### config.mk
export PLATFORM = sky130hd
export DESIGN_NAME = mmio_tone_mixer
export DESIGN_NICKNAME = d
export VERILOG_FILES = /design/src/rtl/tone_pkg.sv /design/src/rtl/tone_channel.sv /design/src/rtl/mmio_tone_mixer.sv
export SDC_FILE = /design/constraint.sdc
export NUM_CORES = 1
export LEC_CHECK = 0
export CAP_MARGIN = 20
export CORE_UTILIZATION = 30
export CTS_CLUSTER_SIZE = 16
export DETAILED_ROUTE_END_ITERATION = 7
export PLACE_DENSITY = 0.48
export RECOVER_POWER = 25
export SYNTH_ARGS = -nofsm -noshare
export SYNTH_HDL_FRONTEND = slang
export SYNTH_SLANG_ARGS = --single-unit
### constraint.sdc
create_clock -name clock -period 17.9 [get_ports clock]
set_input_delay 3.58 -clock clock [delete_from_list [all_inputs] [get_ports clock]]
set_output_delay 3.58 -clock clock [all_outputs]
set_load 0.02 [all_outputs]
### src/rtl/tone_pkg.sv
// Register map offsets and field layout shared by the tone mixer and its channels.
package tone_pkg;

    // Word offsets from the base of the register window.
    localparam int CTRL_OFF    = 0;
    localparam int STATUS_OFF  = 1;
    localparam int CH_BASE_OFF = 2;

    // Volume nibble position inside the PERIOD word.
    localparam int VOL_MSB = 31;
    localparam int VOL_LSB = 28;
    localparam int VOL_W   = VOL_MSB - VOL_LSB + 1;

    // Width of the millisecond duration field in the DUR word.
    localparam int DUR_W = 16;

    // Mixer sum width: enough headroom for every channel at full volume.
    function automatic int MIX_W(input int num_ch);
        return VOL_W + $clog2(num_ch);
    endfunction

endpackage

### src/rtl/tone_channel.sv
// One square-wave tone voice: period/volume/duration registers, phase counter
// and the note-active logic.
module tone_channel
    import tone_pkg::*;
#(
    parameter int DIV_W = 24
) (
    input  logic        clock,
    input  logic        reset,
    input  logic        enable,
    input  logic        tick,
    input  logic        period_we,
    input  logic        dur_we,
    input  logic [31:0] wdata,
    output logic        level,
    output logic        active,
    output logic [31:0] period_rd,
    output logic [31:0] dur_rd
);

    logic [DIV_W-1:0] period;
    logic [VOL_W-1:0] vol;
    logic             timed;
    logic [DUR_W-1:0] remaining;
    logic [DIV_W-1:0] cnt;
    logic             phase;
    logic             unused_wdata;

    // Only some fields of the store word are meaningful to a channel.
    assign unused_wdata = ^wdata;

    // A zero duration means the note sustains until the period is cleared.
    assign active = enable && (period != '0) && (!timed || (remaining != '0));
    assign level  = phase & active;

    // Period and volume are written together from one PERIOD word.
    always_ff @(posedge clock or posedge reset) begin
        if (reset) begin
            period <= '0;
            vol    <= '0;
        end else if (period_we) begin
            period <= wdata[DIV_W-1:0];
            vol    <= wdata[VOL_MSB:VOL_LSB];
        end
    end

    // Remaining note time; a DUR write outranks a tick that would expire the note.
    always_ff @(posedge clock or posedge reset) begin
        if (reset) begin
            timed     <= 1'b0;
            remaining <= '0;
        end else if (dur_we) begin
            timed     <= (wdata[DUR_W-1:0] != '0);
            remaining <= wdata[DUR_W-1:0];
        end else if (tick && active && (remaining != '0)) begin
            remaining <= remaining - 1'b1;
        end
    end

    // Half-period counter; any register write restarts the waveform low.
    always_ff @(posedge clock or posedge reset) begin
        if (reset) begin
            cnt   <= '0;
            phase <= 1'b0;
        end else if (period_we || dur_we || !active) begin
            cnt   <= '0;
            phase <= 1'b0;
        end else if (cnt == period - 1'b1) begin
            cnt   <= '0;
            phase <= ~phase;
        end else begin
            cnt <= cnt + 1'b1;
        end
    end

    // Read-back words, unused bits forced to zero.
    always_comb begin
        period_rd                  = '0;
        period_rd[DIV_W-1:0]       = period;
        period_rd[VOL_MSB:VOL_LSB] = vol;
        dur_rd                     = '0;
        dur_rd[DUR_W-1:0]          = remaining;
    end

endmodule

### src/rtl/mmio_tone_mixer.sv
// Memory-mapped multi-channel tone generator: address decode, global enable,
// millisecond prescaler, volume mixer and PWM audio output.
module mmio_tone_mixer
    import tone_pkg::*;
#(
    parameter int NUM_CH    = 4,
    parameter int SYS_FREQ  = 50000000,
    parameter int DIV_W     = 24,
    parameter int PWM_W     = 10,
    parameter int BASE_ADDR = 4098
) (
    input  logic              clock,
    input  logic              reset,
    input  logic              wren,
    input  logic [31:0]       address,
    input  logic [31:0]       data_in,
    output logic [31:0]       data_out,
    output logic              rd_hit,
    output logic              audio_out,
    output logic [NUM_CH-1:0] active
);

    localparam int          MX_W      = MIX_W(NUM_CH);
    localparam int          DUTY_SH   = PWM_W - MX_W;
    localparam int          TICK_DIV  = SYS_FREQ / 1000;
    localparam int          PRE_W     = (TICK_DIV > 1) ? $clog2(TICK_DIV) : 1;
    localparam logic [31:0] NUM_WORDS = 32'(CH_BASE_OFF + 2 * NUM_CH);

    logic [31:0]       offset;
    logic              hit;
    logic              wr_hit;
    logic              enable;
    logic              tick;
    logic [PRE_W-1:0]  pre;
    logic [NUM_CH-1:0] level;
    logic [NUM_CH-1:0] period_we;
    logic [NUM_CH-1:0] dur_we;
    logic [31:0]       period_rd [NUM_CH];
    logic [31:0]       dur_rd    [NUM_CH];
    logic [MX_W-1:0]   mix;
    logic [PWM_W-1:0]  duty;
    logic [PWM_W-1:0]  duty_reg;
    logic [PWM_W-1:0]  pwm_cnt;

    // Addresses below the base wrap to huge offsets and miss.
    assign offset = address - 32'(BASE_ADDR);
    assign hit    = (offset < NUM_WORDS);
    assign rd_hit = hit;
    assign wr_hit = wren && hit;
    assign tick   = enable && (pre == PRE_W'(TICK_DIV - 1));

    // Global enable bit in CTRL.
    always_ff @(posedge clock or posedge reset) begin
        if (reset) begin
            enable <= 1'b0;
        end else if (wr_hit && (offset == 32'(CTRL_OFF))) begin
            enable <= data_in[0];
        end
    end

    // Free-running millisecond prescaler, frozen while disabled.
    always_ff @(posedge clock or posedge reset) begin
        if (reset) begin
            pre <= '0;
        end else if (enable) begin
            if (tick) begin
                pre <= '0;
            end else begin
                pre <= pre + 1'b1;
            end
        end
    end

    // Per-channel write strobes decoded from the word offset.
    always_comb begin
        period_we = '0;
        dur_we    = '0;
        for (int i = 0; i < NUM_CH; i++) begin
            period_we[i] = wr_hit && (offset == 32'(CH_BASE_OFF + 2 * i));
            dur_we[i]    = wr_hit && (offset == 32'(CH_BASE_OFF + 2 * i + 1));
        end
    end

    for (genvar i = 0; i < NUM_CH; i++) begin : g_ch
        tone_channel #(
            .DIV_W(DIV_W)
        ) u_ch (
            .clock    (clock),
            .reset    (reset),
            .enable   (enable),
            .tick     (tick),
            .period_we(period_we[i]),
            .dur_we   (dur_we[i]),
            .wdata    (data_in),
            .level    (level[i]),
            .active   (active[i]),
            .period_rd(period_rd[i]),
            .dur_rd   (dur_rd[i])
        );
    end

    // Sum the volumes of every channel whose square wave is currently high.
    always_comb begin
        mix = '0;
        for (int i = 0; i < NUM_CH; i++) begin
            if (level[i]) begin
                mix = mix + MX_W'(period_rd[i][VOL_MSB:VOL_LSB]);
            end
        end
    end

    assign duty = PWM_W'(mix) << DUTY_SH;

    // PWM counter; duty is sampled only at the period start so a period never glitches.
    always_ff @(posedge clock or posedge reset) begin
        if (reset) begin
            pwm_cnt   <= '0;
            duty_reg  <= '0;
            audio_out <= 1'b0;
        end else begin
            pwm_cnt <= pwm_cnt + 1'b1;
            if (pwm_cnt == '0) begin
                duty_reg <= duty;
            end
            audio_out <= (pwm_cnt < duty_reg);
        end
    end

    // Combinational register read mux.
    always_comb begin
        data_out = '0;
        if (hit) begin
            if (offset == 32'(CTRL_OFF)) begin
                data_out[0] = enable;
            end
            if (offset == 32'(STATUS_OFF)) begin
                data_out[NUM_CH-1:0] = active;
            end
            for (int i = 0; i < NUM_CH; i++) begin
                if (offset == 32'(CH_BASE_OFF + 2 * i)) begin
                    data_out = period_rd[i];
                end
                if (offset == 32'(CH_BASE_OFF + 2 * i + 1)) begin
                    data_out = dur_rd[i];
                end
            end
        end
    end

endmodule

==> reports/qor.txt, run 1 <==
crit path DAT = 10.07 ns
layout cells sized above 1 = 0.0849
Avg Cell Area, Syn = 8.75 um^2
Via density = 5.32
RSZ-0062 raised after global routing = no
Post-route DRC = 0
Multi-input gate area = 12200 um^2
relative slew slack = -1.44
Synth cell types = 86
IO buf count = 96
first-pass GRT wire length = 108 mm
Initial Util = 0.304
Final #Nets = 2543
register area = 7860 um^2
GPL Wtd Cong = 0.914
final setup violating endpoints = 0
wire per inst = 20.7 um
Die Y = 266 um
Root Buffer = clkbuf_16
biggest regs = g_ch.u_ch.cnt: 96 flops, g_ch.u_ch.period: 96 flops, g_ch.u_ch.remaining: 64 flops
Crit path required time = 14.32 ns
grt ovf = 0
kind of critical path = input port to output port
R2R cell count = 19
Leak Pwr = 0.00950 uW
area of the die = 70900 um^2
Top FF cell, synth = dfrtp_1
PwrDens = 68.4 nW/um^2
Synth top area share = 0.375
status = complete, but fails checks
IO Count = 105
Chip Width = 266 um
Synth area leader = dfrtp_1
worst skew pair latency = 0.58 ns
number of synthesized flops with an enable pin = 0
All-Layer GR Usage = 0.198
filler cell count = 7038
Fmax = 73.2 MHz
H-Tree Depth = 2
synth-to-layout area growth = 15.4%
post-CTS sizing = 0
synthesized netlist cell count = 2396
YS warnings = 0
total negative slack = 0 ns
Clock Path Buffers = 3
via count = 18032
pin count of the biggest net entering global routing = 158
final clock period utilization by the worst path = 0.763
Synth Register Bits = 314
top-count cell post-synth = dfrtp_1
hold depth = 1
fin crit period = 13.65 ns
Rows = 96
Max-Cap Viols = 1
hold crit path type = register to register
Worst-Margin Slew = 3.64 ns
Worst Path Max Fanout = 24
ys async rst share = 1.00
final wirelength = 70.4 mm
core box area = 68800 um^2
antenna violations before repair = 1
DR pass1 iterations = 7
total CTS buffers = 40
final antenna-violating net count = 0
Seq/Total Area, Yosys = 0.375
DRT iter0 DRCs = 1402
CTS tree = done
hpwl dp = 51.5 mm
final hold viol count = 0
violated checks = capacitance limit, slew limit
CP endpoint kind = output port
clk slew on worst S/H paths = 0.05 ns
Max IR drop VDD = 51.6 uV
ranking of synthesized cells by area = dfrtp_1 37%, xnor2_1 6.7%, xor2_1 6.0%
vias in the first global route = 17462
Worst setup SP type = input port
skew final = 0.0321 ns
cts hold-fix bufs = 0
Max Slew Vio Count = 79
Mapped Area = 21000 um^2
ant diodes = 0
synth cell count leaders = 314 x dfrtp_1, 309 x nor2_1, 259 x nand2_1, 161 x xnor2_1, 143 x xor2_1
# Post-CTS Setup Buffers = 0
# clock sinks = 314
final core utilization = 0.351
final cells by class:
type | instances | area share
clock inverter | 16 | 0.0104
timing repair buffer | 138 | 0.0538
multi-input combinational | 1881 | 0.506
inverter | 59 | 0.00921
sequential | 314 | 0.325
tap | 931 | 0.0482
clock buffer | 53 | 0.0476
cell families after synthesis:
| family | synth area share |
|---|---|
| and+or+nand+nor | 0.254 |
| muxes | 0.0639 |
| DFF | 0.375 |
| adders and majority gates | 0.0262 |
| AOI/OAI and AO/OA | 0.112 |
| xor gates and xnor gates | 0.127 |
| other | 0.000179 |
| buffers and inverters | 0.0422 |
where the power goes:
group | switching, uW | internal (uW) | total (uW)
Clock | 334 | 539 | 872
Sequential | 0.000000000131 | 710 | 710
Combinational | 51.1 | 22.1 | 73.1
Total | 385 | 1270 | 1660
per-stage QoR:
step	total power, uW	std cells	worst slack [ns]	area (um^2)	hold WS (ns)
after detailed placement	796	3320	4.39	22800	0.479
after floorplan	756	2399	5.63	21000	0.450
final	1660	3392	4.25	24200	0.485
after global routing	1710	3392	3.93	24200	0.520
after global placement	796	3317	4.40	22700	0.471
after CTS	1680	3389	4.34	24200	0.492
layer usage:
layer,part of all wire,vias to the layer above,GRT usage
li1,-,8543,-
met1,0.46,8925,0.273
met2,0.47,472,0.326
met3,0.046,92,0.0206
met4,0.023,0,0.0550
met5,0,-,0
critical path, cell delays in order:
cell,delay (ns)
clkdlybuf4s50_1,0.40
buf_4,0.22
inv_1,0.28
ha_1,0.41
inv_1,0.13
o41ai_1,0.37
a31oi_1,0.17
nor3_1,0.67
nand2_1,0.47
nor4_2,0.26
buf_4,0.33
and2_1,0.64
o221ai_1,0.42
a311oi_1,0.92
clkdlybuf4s50_1,0.77
final timing paths:
path,start,endpoint,slack [ns]
min in group asynchronous,reset,pre[7]$_DFFE_PP0P_,4.56
worst min register to register,pre[13]$_DFFE_PP0P_,pre[13]$_DFFE_PP0P_,0.48
worst max-delay path,address[1],data_out[2],4.25
worst min-delay path,pre[13]$_DFFE_PP0P_,pre[13]$_DFFE_PP0P_,0.48
max in group asynchronous,reset,g_ch[3].u_ch.cnt[21]$_DFF_PP0_,10.80
worst max register to register,g_ch[1].u_ch.period[9]$_DFFE_PP0P_,duty_reg[9]$_DFFE_PP0N_,11.58
cell usage in the layout (no fill, tap or decap), types with 70 or more instances in the layout:
cell and n:
dfrtp_1 314, nor2_1 309, nand2_1 259, xnor2_1 161
xor2_1 143, clkdlybuf4s50_1 94, o21ai_0 82, nand3_1 80
a21oi_1 75, mux2_2 70
Power figures use the tool's default switching activity.
==> run 2: changes to the inputs <==
==> constraint.sdc (replaced) <==
create_clock -name clock -period 13.15 [get_ports clock]
set_input_delay 2.63 -clock clock [delete_from_list [all_inputs] [get_ports clock]]
set_output_delay 2.63 -clock clock [all_outputs]
set_load 0.02 [all_outputs]
==> run 2 against run 1 <==
Net effect:
- the flow still finishes with violations (capacitance limit, slew limit)
- critical path type unchanged
- clock skew decreased by 0.017 ns
- worst hold slack worse by 0.0055 ns
- critical endpoint is now data_out[1]
- global-route usage grew 0.23 points
- largest cell class unchanged
==> reports/qor.txt, run 2 (synthesis results as in run 1) <==
Leak Pwr = 0.00947 uW (-0.35%)
Worst Path Max Fanout = 24 (unchanged)
Post-Layout Cell Count = 3395 (+0.088%)
CP endpoint kind = output port
most frequent cells in the layout = 314 x dfrtp_1, 309 x nor2_1, 259 x nand2_1, 161 x xnor2_1, 143 x xor2_1
PwrDens = 91.5 nW/um^2 (+34%)
Setup WS post-layout = 1.45 ns (-2.80 ns)
RSZ-0062 raised after global routing = no
violated checks = capacitance limit, slew limit
Final #Nets = 2542 (-0.039%)
# Post-CTS Setup Buffers = 0 (unchanged)
final antenna-violating net count = 0 (unchanged)
R2R setup slack = 6.82 ns (-4.76 ns)
Die Y = 266 um (unchanged)
DRT iter0 DRCs = 1428 (+1.9%)
H-Tree Depth = 2 (unchanged)
Worst setup SP type = input port
post-CTS sizing = 0 (unchanged)
relative slew slack = -2.09 (-0.650)
Hold Crit Start = duty_reg[6]$_DFFE_PP0N_
biggest regs = g_ch.u_ch.cnt: 96 flops, g_ch.u_ch.period: 96 flops, g_ch.u_ch.remaining: 64 flops
core box area = 68800 um^2 (unchanged)
R2R cell count = 19 (unchanged)
fin crit period = 11.70 ns
status = complete, but fails checks
All-Layer GR Usage = 0.200 (+0.00229)
crit path DAT = 9.07 ns (-1.00 ns)
layout cells sized above 1 = 0.0856 (+0.000708)
Via density = 5.35 (+0.70%)
Max IR drop VDD = 89.4 uV (+73%)
reg2reg end = duty_reg[9]$_DFFE_PP0N_
total negative slack = 0 ns (unchanged)
DP Cell Count = 3316 (-0.12%)
pin count of the biggest net entering global routing = 146 (-7.6%)
Fmax = 85.4 MHz
area of the die = 70900 um^2 (unchanged)
skew final = 0.0146 ns (-0.0175 ns)
total CTS buffers = 40 (unchanged)
Max-Cap Viols = 2 (+1)
cts hold-fix bufs = 0 (unchanged)
# clock sinks = 314 (unchanged)
commonest non-fill, non-tap cell in the layout = dfrtp_1
Post-route DRC = 0 (unchanged)
Worst-Margin Slew = 4.61 ns (+0.970 ns)
worst skew pair latency = 0.57 ns (about the same)
final wirelength = 70.9 mm (+0.83%)
synth-to-layout area growth = 15.0%
register area = 7860 um^2 (unchanged)
Post-Place Setup Slack = 1.66 ns (-2.72 ns)
final clock period utilization by the worst path = 0.890
via count = 18174 (+0.79%)
kind of critical path = input port to output port
filler cell count = 7049 (+0.16%)
Rows = 96 (unchanged)
final hold viol count = 0 (unchanged)
hpwl dp = 51.8 mm (+0.63%)
clk slew on worst S/H paths = 0.06 ns (about the same)
IO buf count = 96 (unchanged)
Root Buffer = clkbuf_16
R2R Path Start = g_ch[1].u_ch.period[9]$_DFFE_PP0P_
hold crit path type = register to register
DR pass1 iterations = 6 (-1)
Crit path required time = 10.52 ns (-3.80 ns)
Chip Width = 266 um (unchanged)
GPL Wtd Cong = 0.915 (about the same)
CTS tree = done
Multi-input gate area = 12200 um^2 (unchanged)
IO Count = 105 (unchanged)
Max Slew Vio Count = 248 (+210%)
antenna violations before repair = 1 (unchanged)
Initial Util = 0.304 (unchanged)
final setup violating endpoints = 0 (unchanged)
ant diodes = 0 (unchanged)
vias in the first global route = 17682 (+1.3%)
hold depth = 2 (+1)
grt ovf = 0 (unchanged)
Clock Path Buffers = 3 (unchanged)
first-pass GRT wire length = 109 mm (+1.4%)
Hold EP = duty_reg[6]$_DFFE_PP0N_
wire per inst = 20.9 um (+0.74%)
==> run 2: cell types whose count changed in the layout (fill, tap and decap cells not counted), moves of 2 or more <==
cell	previous run	this run
bufinv_16	6	3
clkbuf_8	6	9
buf_12	2	0
clkbuf_1	6	8
clkbuf_2	0	2
clkinv_2	6	8
==> run 2: report_power, final <==
group / leakage, uW / internal, uW / switching [uW]
clock: 0.000669 / 683 / 457
combinational: 0.00482 / 28.7 / 70.0
sequential: 0.00398 / 967 / 0.000000000180
==> run 2: routing by layer <==
metal | up-vias | global-route usage | share of wire | wire length (um)
li1 | 8543 | - | - | -
met1 | 9073 | 0.275 | 0.46 | 33000
met2 | 445 | 0.324 | 0.46 | 33000
met3 | 113 | 0.0262 | 0.042 | 3010
met4 | 0 | 0.0642 | 0.028 | 2000
met5 | - | 0 | 0 | 0
==> run 2: final cells by class <==
type / count / area share
sequential: 314 / 0.326
inverter: 59 / 0.00924
tap: 931 / 0.0483
clock buffer: 57 / 0.0488
timing repair buffer: 137 / 0.0527
clock inverter: 16 / 0.00716
multi-input combinational: 1881 / 0.508
==> run 2: critical path: stages <==
cell and delay [ns]:
clkdlybuf4s50_1 0.45, buf_4 0.28, inv_1 0.23, ha_1 0.37
a41oi_1 0.49, xnor2_1 0.15, nor3_1 0.57, nand2_1 0.43
nor4_2 0.26, buf_4 0.32, and2_1 0.64, o221ai_1 0.41
a311oi_1 1.03, clkdlybuf4s50_1 0.79
==> run 2: metrics by stage <==
step                hold WS, ns   util  area (um^2)  power (uW)
floorplan                 0.450      -        21000        1030
global placement          0.474  0.330        22700        1080
detailed placement        0.476  0.330        22700        1080
CTS                       0.490  0.350        24100        2240
global route              0.506  0.350        24100        2280
finish                    0.479  0.350        24100        2210
==> run 2: worst max path at each step <==
| stage | endpoint | slack [ns] | start |
|---|---|---|---|
| 2_1_floorplan | audio_out$_DFF_PP0_ | 1.83 | reset |
| 3_3_place_gp | data_out[1] | 1.75 | address[1] |
| 3_5_place_dp | data_out[12] | 1.66 | address[1] |
| 4_1_cts | data_out[1] | 1.66 | address[1] |
| 5_1_grt | data_out[1] | 1.16 | address[1] |
| 6_report | data_out[1] | 1.45 | address[1] |
==> variant (settings of run 1) <==
The parameter `NUM_CH` goes from 4 to 2.
--- a/src/rtl/mmio_tone_mixer.sv
+++ b/src/rtl/mmio_tone_mixer.sv
@@ -3,7 +3,7 @@
 module mmio_tone_mixer
     import tone_pkg::*;
 #(
-    parameter int NUM_CH    = 4,
+    parameter int NUM_CH    = 2,
     parameter int SYS_FREQ  = 50000000,
     parameter int DIV_W     = 24,
     parameter int PWM_W     = 10,
Interface: changed (resized active); port bits go from 105 to 103. No check against the original RTL was run, so the function may have changed too.
==> variant against run 1 <==
  * The flow still finishes with violations (capacitance limit, slew limit)
  * Power shrank 51%
  * Critical path depth shrank 3
  * Register-to-register slack gained 2.0 ns
  * Setup slack gained 1.2 ns
  * Worst hold slack gained 0.0067 ns
  * Sequential cell count fell by 141
  * Final area is 45% lower
  * Wire length decreased by 54%
  * Synthesized area down 46%
  * Largest cell class unchanged
  * Highest routed layer unchanged
==> variant: results (changes against run 1) <==
[logic_synthesis]
synth_adder_area_share_pct = 2.39  ; was 2.62%
yosysSeqAreaShare_pct = 38.3  ; was 37.5%
yosys-top-cells-area = dfrtp_1 38%, xnor2_1 6.7%, mux2_1 5.6%  ; was dfrtp_1 37%, xnor2_1 6.7%, xor2_1 6.0%
synthTopCellsByCount = 173 x dfrtp_1, 152 x nor2_1, 87 x xnor2_1  ; was 314 x dfrtp_1, 309 x nor2_1, 259 x nand2_1
synthXorXnorAreaFrac_pct = 11.8  ; was 12.7%
synth_cell_types = 83  ; was 86

[detailed_routing]
route.met3.wl_um = 967  ; was 3.23 mm
num_vias = 9255  ; was 18000
drt_pass1_iterations = 5  ; was 7
m1WireLength_mm = 15.6  ; was 32.2 mm
wl_per_cell_um = 18.0  ; was 20.7 um

[critical_path]
r2r_end = duty_reg[8]$_DFFE_PP0N_  ; was duty_reg[9]$_DFFE_PP0N_
crit_fanout = 22  ; was 24
r2r_setup_slack_ns = 13.61  ; was 11.58 ns
r2r_start = g_ch[0].u_ch.period[8]$_DFFE_PP0P_  ; was g_ch[1].u_ch.period[9]$_DFFE_PP0P_
critPathArrivalTime_ns = 8.83  ; was 10.07 ns
crit_slowest_cell = clkdlybuf4s50_1  ; was a311oi_1
rr_worst_depth = 15  ; was 19

[timing]
fin_skew_ns = 0.0115  ; was 0.0321 ns
worst_pin_slew_ns = 3.38  ; was 3.64 ns
final-max-slew-violation-count = 116  ; was 79
holdWs_ns = 0.491  ; was 0.485 ns

[global_routing]
grtUsageMet1_pct = 23.6  ; was 27.3%
use_met3_pct = 2.65  ; was 2.06%
grt_pass1_wl_mm = 51.4  ; was 108 mm
antenna_found_initial = 0  ; was 1
use_met2_pct = 27.9  ; was 32.6%

[layout]
fin_nets = 1368  ; was 2543
nFillCells = 3785  ; was 7038

[hold_path]
min_from = duty_reg[5]$_DFFE_PP0N_  ; was pre[13]$_DFFE_PP0P_
min_path_cells = 2  ; was 1

[job]
cap_viol_max_count = 2  ; was 1

[clocking]
path_clk_slew_ns = 0.07  ; was 0.05 ns
cts_buffers = 17  ; was 40
clk_latency_ns = 0.44  ; was 0.58 ns
cts_htree_levels = 4  ; was 2
cts_max_path_buffers = 2  ; was 3

[power_and_ir_drop]
p_leak_nw = 5.60  ; was 9.50 nW
internal_power_mw = 0.622  ; was 1.27 mW

[run_status]
violations = capacitance limit, slew limit  ; unchanged
status = finished, violations left  ; unchanged

[place]
hpwl_mm = 24.2  ; was 51.5 mm
gp_congestion = 0.845  ; was 0.914

## variant: cell count changes in the layout (fill, tap and decap cells not counted), sizes merged, moves of 35 or more
cell	change
nand2	-187
nor2	-157
dfrtp	-141
xor2	-77
xnor2	-74
o21ai	-72
a21oi	-40
nand4	-35
## variant: critical path, delay by kind of cell
family	cells	cell delay (ns)
AOI/OAI and AO/OA	3	1.27
adders and majority gates	1	0.29
buffers and inverters	3	1.52
and+or+nand+nor	5	2.15
## variant: cell families (layout without fill, tap and decap cells)
group / count (synthesis) / in the layout
simple gates: 494 / 494
compound gates: 171 / 171
buf+inv: 99 / 180
other cells: 1 / 4
mux: 97 / 97
fa+ha+maj: 21 / 21
flops: 173 / 173
xor+xnor: 153 / 153
## variant: stage by stage
stage	setup slack, ns	area (um^2)	instances
after CTS	5.40	13300	1797
after floorplan	7.47	11300	1212
after detailed placement	5.42	12700	1765
after global placement	5.41	12700	1765
after global routing	5.15	13300	1797
final	5.49	13300	1797
## variant: final cells by class
cell class	count	area share, %
timing repair buffer	107	7.69
multi-input combinational	940	49.5
tap	504	4.74
inverter	41	1.16
sequential	173	32.5
clock buffer	21	3.46
clock inverter	11	0.986
## variant: power groups by stage
stage / clock, mW / combinational [mW] / sequential [mW]
6_report: 0.384 / 0.0415 / 0.391
4_1_cts: 0.393 / 0.0424 / 0.391
3_5_place_dp: 0 / 0.0423 / 0.398
2_1_floorplan: 0 / 0.0166 / 0.398
5_1_grt: 0.408 / 0.0455 / 0.391
3_3_place_gp: 0 / 0.0424 / 0.398
